File: src/rtl/hilo_mdu_ctrl.sv
// rtl/hilo_mdu_ctrl.sv - HI/LO register owner and multi-cycle multiply/divide sequencer
// Multiply waits MUL_LAT edges on latched operands; divide is a 32-step restoring divider plus sign fix-up.
module hilo_mdu_ctrl #(
  parameter int MUL_LAT   = 2,
  parameter int DIV_ITERS = 32
) (
  input  logic        clk_i,
  input  logic        rst_n_i,
  input  logic        req_valid_i,
  input  logic [2:0]  req_op_i,
  input  logic [31:0] src1_i,
  input  logic [31:0] src2_i,
  output logic        req_ready_o,
  input  logic        flush_i,
  input  logic        hilo_rd_i,
  output logic        stall_o,
  output logic        busy_o,
  output logic        done_o,
  output logic [31:0] hi_o,
  output logic [31:0] lo_o
);

  localparam logic [1:0] S_IDLE = 2'd0;
  localparam logic [1:0] S_MUL  = 2'd1;
  localparam logic [1:0] S_DIV  = 2'd2;

  localparam logic [2:0] OP_MULT  = 3'b000;
  localparam logic [2:0] OP_MULTU = 3'b001;
  localparam logic [2:0] OP_DIV   = 3'b010;
  localparam logic [2:0] OP_DIVU  = 3'b011;
  localparam logic [2:0] OP_MTHI  = 3'b100;
  localparam logic [2:0] OP_MTLO  = 3'b101;

  logic [1:0]  state_q, state_d;
  logic [5:0]  cnt_q, cnt_d;
  logic [31:0] a_q, a_d;
  logic [31:0] b_q, b_d;
  logic [31:0] quo_q, quo_d;
  logic [31:0] rem_q, rem_d;
  logic [31:0] hi_q, hi_d;
  logic [31:0] lo_q, lo_d;
  logic        sgn_q, sgn_d;
  logic        qneg_q, qneg_d;
  logic        rneg_q, rneg_d;
  logic        done_q, done_d;

  logic        op_signed;
  logic [31:0] src1_mag, src2_mag;
  logic [63:0] mul_ax, mul_bx, prod;
  logic [32:0] rem_sh, diff;
  logic [31:0] quo_fix, rem_fix;

  always_comb begin
    state_d = state_q;
    cnt_d   = cnt_q;
    a_d     = a_q;
    b_d     = b_q;
    quo_d   = quo_q;
    rem_d   = rem_q;
    hi_d    = hi_q;
    lo_d    = lo_q;
    sgn_d   = sgn_q;
    qneg_d  = qneg_q;
    rneg_d  = rneg_q;
    done_d  = 1'b0;

    op_signed = ~req_op_i[0];
    src1_mag  = (op_signed && src1_i[31]) ? -src1_i : src1_i;
    src2_mag  = (op_signed && src2_i[31]) ? -src2_i : src2_i;

    // Extending to 64 bits first makes one unsigned multiplier serve both MULT and MULTU.
    mul_ax = sgn_q ? {{32{a_q[31]}}, a_q} : {32'b0, a_q};
    mul_bx = sgn_q ? {{32{b_q[31]}}, b_q} : {32'b0, b_q};
    prod   = mul_ax * mul_bx;

    // In DIV, quo_q starts as the dividend magnitude and shifts quotient bits in from the right.
    rem_sh  = {rem_q, quo_q[31]};
    diff    = rem_sh - {1'b0, b_q};
    quo_fix = qneg_q ? -quo_q : quo_q;
    rem_fix = rneg_q ? -rem_q : rem_q;

    case (state_q)
      S_IDLE: begin
        if (req_valid_i && !flush_i) begin
          case (req_op_i)
            OP_MULT, OP_MULTU: begin
              a_d     = src1_i;
              b_d     = src2_i;
              sgn_d   = op_signed;
              cnt_d   = 6'd0;
              state_d = S_MUL;
            end
            OP_DIV, OP_DIVU: begin
              a_d     = src1_i;
              b_d     = src2_mag;
              quo_d   = src1_mag;
              rem_d   = 32'd0;
              qneg_d  = op_signed & (src1_i[31] ^ src2_i[31]);
              rneg_d  = op_signed & src1_i[31];
              cnt_d   = 6'd0;
              state_d = S_DIV;
            end
            OP_MTHI: hi_d = src1_i;
            OP_MTLO: lo_d = src1_i;
            default: ;
          endcase
        end
      end
      S_MUL: begin
        if (flush_i) begin
          state_d = S_IDLE;
        end else if (cnt_q == 6'(MUL_LAT - 1)) begin
          hi_d    = prod[63:32];
          lo_d    = prod[31:0];
          done_d  = 1'b1;
          state_d = S_IDLE;
        end else begin
          cnt_d = cnt_q + 6'd1;
        end
      end
      S_DIV: begin
        if (flush_i) begin
          state_d = S_IDLE;
        end else if (cnt_q == 6'(DIV_ITERS)) begin
          if (b_q == 32'd0) begin
            lo_d = 32'hFFFF_FFFF;
            hi_d = a_q;
          end else begin
            lo_d = quo_fix;
            hi_d = rem_fix;
          end
          done_d  = 1'b1;
          state_d = S_IDLE;
        end else begin
          if (!diff[32]) begin
            rem_d = diff[31:0];
            quo_d = {quo_q[30:0], 1'b1};
          end else begin
            rem_d = rem_sh[31:0];
            quo_d = {quo_q[30:0], 1'b0};
          end
          cnt_d = cnt_q + 6'd1;
        end
      end
      default: state_d = S_IDLE;
    endcase
  end

  always_ff @(posedge clk_i or negedge rst_n_i) begin
    if (!rst_n_i) begin
      state_q <= S_IDLE;
      cnt_q   <= 6'd0;
      a_q     <= 32'd0;
      b_q     <= 32'd0;
      quo_q   <= 32'd0;
      rem_q   <= 32'd0;
      hi_q    <= 32'd0;
      lo_q    <= 32'd0;
      sgn_q   <= 1'b0;
      qneg_q  <= 1'b0;
      rneg_q  <= 1'b0;
      done_q  <= 1'b0;
    end else begin
      state_q <= state_d;
      cnt_q   <= cnt_d;
      a_q     <= a_d;
      b_q     <= b_d;
      quo_q   <= quo_d;
      rem_q   <= rem_d;
      hi_q    <= hi_d;
      lo_q    <= lo_d;
      sgn_q   <= sgn_d;
      qneg_q  <= qneg_d;
      rneg_q  <= rneg_d;
      done_q  <= done_d;
    end
  end

  assign req_ready_o = (state_q == S_IDLE);
  assign busy_o      = (state_q == S_MUL) || (state_q == S_DIV);
  assign stall_o     = busy_o & (hilo_rd_i | req_valid_i);
  assign done_o      = done_q;
  assign hi_o        = hi_q;
  assign lo_o        = lo_q;

endmodule

File: config.mk
export PLATFORM = sky130hd
export DESIGN_NAME = hilo_mdu_ctrl
export DESIGN_NICKNAME = d
export VERILOG_FILES = /design/src/rtl/hilo_mdu_ctrl.sv
export SDC_FILE = /design/constraint.sdc
export NUM_CORES = 2
export LEC_CHECK = 0
export BUFFER_PORTS_ARGS = -buffer_cell sky130_fd_sc_hd__buf_4
export CAP_MARGIN = 20
export CORE_AREA = 4 4 439 268
export DETAILED_ROUTE_END_ITERATION = 10
export DIE_AREA = 0 0 443 272
export GPL_TIMING_DRIVEN = 0
export HOLD_SLACK_MARGIN = 0.06
export PLACE_DENSITY = 0.73
export SLEW_MARGIN = 10
export SYNTH_ARGS = -nofsm -noshare
export SYNTH_HDL_FRONTEND = slang
export SYNTH_SLANG_ARGS = --single-unit
export TNS_END_PERCENT = 20
File: constraint.sdc
create_clock -name clk_i -period 12.4 [get_ports clk_i]
set_clock_uncertainty 0.1 [all_clocks]
set_input_delay 2.48 -clock clk_i [delete_from_list [all_inputs] [get_ports clk_i]]
set_output_delay 2.48 -clock clk_i [all_outputs]
set_load 0.02 [all_outputs]
==> run_results.csv <==
group,metric,value,unit
clocking,clk_root_buffer_cell,"clkbuf_16",
global_route,grt_first_pass_wirelength,399000,µm
die,die_w,443,µm
global_route,grt_max_degree,102,
final_layout,filler_cell_count_in_the_final_layout,10300,
worst_setup_path,worstSetupStartpointType,"flip-flop",
sta,timing.final.crit_period,12.23,ns
hold_path,timing.hold.worst.class,"reg2reg",
final_layout,syn2layout_area_growth,7.40,%
die,ioPinCount,140,
yosys,synth.yosys.seq_area_share,8.24,%
yosys,ys_top_cells_by_count,"inv_1, fa_1, nand2_1",
drt,drt-total-wl,283000,µm
yosys,syn_nets,8675,
yosys,async_flop_share,100,%
worst_setup_path,timing.critical_path.to_type,"flip-flop",
worst_setup_path,path_max_fanout,10,
drt,viasPerCell,6.12,
final_layout,final-seq-area,0.00510,mm²
hold_path,min_to,"lo_o[27]",
run_status,run_status,"completed",
clocking,cts_tree,"done",
yosys,postSynthCellCount,6832,
yosys,yosys.area.top_type,"fa_1",
yosys,count_of_distinct_cell_types_in_the_synthesized_netlist,98,
drt,first_pass_iters,9,
clocking,clock_transition_time_at_the_flip_flop_clock_pins_of_the_worst_setup_and_hold_paths,0.07,ns
place,portBuffers,139,
die,die-height,272,µm
yosys,yosysWarningCount,0,
worst_setup_path,worstReg2RegStart,"sgn_q",
yosys,ys_top_cells_by_area,"fa_1, inv_1, dfrtp_1, ha_1, and2_1",
hold_path,hold_path.startpoint,"lo_o[27]",
sta,fmax,81.8,MHz
worst_setup_path,cp_slowest_stage_delay,1.08,ns
global_route,grt-ovfl-total,0,
place,detailedPlacementHpwl,239000,µm
sta,final-hold-violation-count,0,
sta,worst_slew_margin_rel,5.94,%
global_route,antenna_found_initial,38,
clocking,worstSkewPairLatency,0.56,ns
yosys,number_of_enable_type_register_cells_in_the_synthesized_netlist,0,
worst_setup_path,timing.reg2reg.worst_path_depth,30,
yosys,post-synth-top-count-cell,"inv_1",
drt,routed_wire_length_per_instance,32.8,µm
sta,grt_setup_unrepaired,"false",
worst_setup_path,worst_path_class_setup,"reg2reg",
yosys,synthDominantCellAreaShare,45.9,%
clocking,max-clock-path-buffers,3,
sta,finalMaxSlewViolations,0,
sta,worst-slew-pin-transition,1.40,ns
sta,setup-violations-final,0,
drt,drc,0,
final_layout,drive_above_1_share,4.63,%
drt,drtIter0Drc,7672,
place,routabilityCongestion,1.09,
clocking,clock-sinks,204,
worst_setup_path,reg2reg_setup_slack,0.17,ns
run,drv.max_cap_violation_count,0,
die,initial_core_utilization,54.6,%
worst_setup_path,cpMostUsedCell,"fa_1",
drt,postRouteAntennaNets,0,
final_layout,fin_nets,8894,
worst_setup_path,timing.critical_path.arrival,12.58,ns
die,row_count,96,
yosys,synthesized_cell_area,0.0620,mm²
drt,via_count,52800,
yosys,ys_dominant_reg_cell,"dfrtp_1",
worst_setup_path,required_time_at_the_worst_slack_endpoint,12.75,ns
yosys,post_synth.cell_area_avg,9.07,µm²
sta,post-route-period-util,98.6,%
hold_path,worstHoldPathCells,1,
worst_setup_path,regToRegEndpoint,"hi_o[31]",
clocking,tritoncts.num_buffers,22,
die,design.die.area,0.120,mm²
final_layout,multi_input_comb_area,0.0495,mm²
die,fp.coreArea,0.114,mm²
global_route,grt_pass1_vias,52700,
final_layout,finalCoreUtilization,58.6,%
yosys,ys_seq_elements,204,
global_route,grt_util_all_layers,47.5,%
worst_setup_path,critical-path-slowest-cell,"fa_1",
clocking,h_tree_depth_reported_by_cts,1,
==> state kept, by name (all words and copies together), names as in the netlist <==
name     flops
sgn_q        1
lo_o        32
a_q         32
qneg_q       1
state_q      2
quo_q       32
done_o       1
hi_o        32
rneg_q       1
rem_q       32
b_q         32
cnt_q        6
==> layout make-up <==
class | instances | area share (%)
well taps | 1519 | 2.86
repair buffers | 195 | 2.75
multi-input cells | 4661 | 74.3
diodes | 44 | 0.165
plain buffers | 368 | 2.14
clock inverters | 11 | 0.150
flip-flops and latches | 204 | 7.67
clock buffers | 29 | 0.929
inverters | 1599 | 9.02
==> worst max path at each step <==
| stage | start | end | slack (ns) | cells past startpoint |
|---|---|---|---|---|
| 2_1_floorplan | a_q[31] | hi_o[31] | 2.90 | 30 |
| 3_3_place_gp | sgn_q | hi_o[14] | -0.41 | 27 |
| 3_5_place_dp | sgn_q | hi_o[31] | 0.25 | 30 |
| 4_1_cts | sgn_q | hi_o[31] | 0.21 | 30 |
| 5_1_grt | sgn_q | hi_o[31] | 0.01 | 30 |
| 6_report | sgn_q | hi_o[31] | 0.17 | 30 |
==> placed cells by master (no fill, tap or decap), types with 19 or more instances in the layout <==
cell	synthesis	layout
clkbuf_1	348	332
nor2_1	191	190
a21o_1	68	68
buf_4	3	145
or3_1	22	22
clkbuf_2	0	19
a221oi_1	30	30
fa_1	1420	1420
xor2_1	88	88
and2_1	576	576
o21ai_1	33	33
nor2b_1	23	23
and3_1	36	36
nor3_1	39	39
a31oi_1	19	19
a21oi_1	204	204
buf_8	0	30
buf_6	1	20
xnor2_1	160	160
nand2_1	781	780
nand2b_1	26	26
o31ai_1	65	65
dfrtp_1	204	204
mux2_2	26	26
o21ai_0	210	210
clkbuf_16	0	24
nand3_1	33	33
diode_2	0	44
ha_1	351	351
nand4_1	19	19
inv_1	1598	1597
==> critical path: cells and delay by family, from the launching register on <==
family | cells | cell delay, ns
and+or+nand+nor | 3 | 1.06
adders and majority gates | 11 | 6.06
DFF | 1 | 0.73
AOI/OAI and AO/OA | 8 | 1.54
buffers and inverters | 8 | 2.60
==> timing repair <==
item / CTS / global route
endpoints found under the hold margin: 0 / 0
setup endpoints to repair: 0 / 4
hold buffers: 0 / 0
gates resized for setup: 0 / 7
setup buffers: 0 / 0
==> cells by family (layout without fill, tap and decap cells) <==
group,count (synthesis),after routing,share of synthesized area (%)
compound gates,794,794,8.28
xor+xnor,248,248,3.50
flops,204,204,8.24
fa+ha+maj,1773,1773,53.0
buf+inv,1967,2202,11.9
mux,41,41,0.723
other cells,0,44,0
simple gates,1805,1805,14.3
==> layer usage <==
layer	GRT usage, %	routed length [µm]
met4	18.7	15100
met1	67.4	112000
met5	0.992	173
met3	26.7	53500
met2	58.8	102000
==> through the flow <==
step	std cells	setup TNS, ns	setup WS (ns)	hold WS [ns]	cell area [µm²]
after floorplan	6832	0	2.90	0.395	62000
after global placement	8490	-0.805	-0.411	0.361	64900
after detailed placement	8526	0	0.254	0.367	65500
after CTS	8566	0	0.209	0.384	66200
after global routing	8589	0	0.0117	0.401	66500
final	8630	0	0.173	0.381	66600
Power is not shown: default switching activity piles up to over one toggle a cycle in this logic, so the estimate is an artifact.
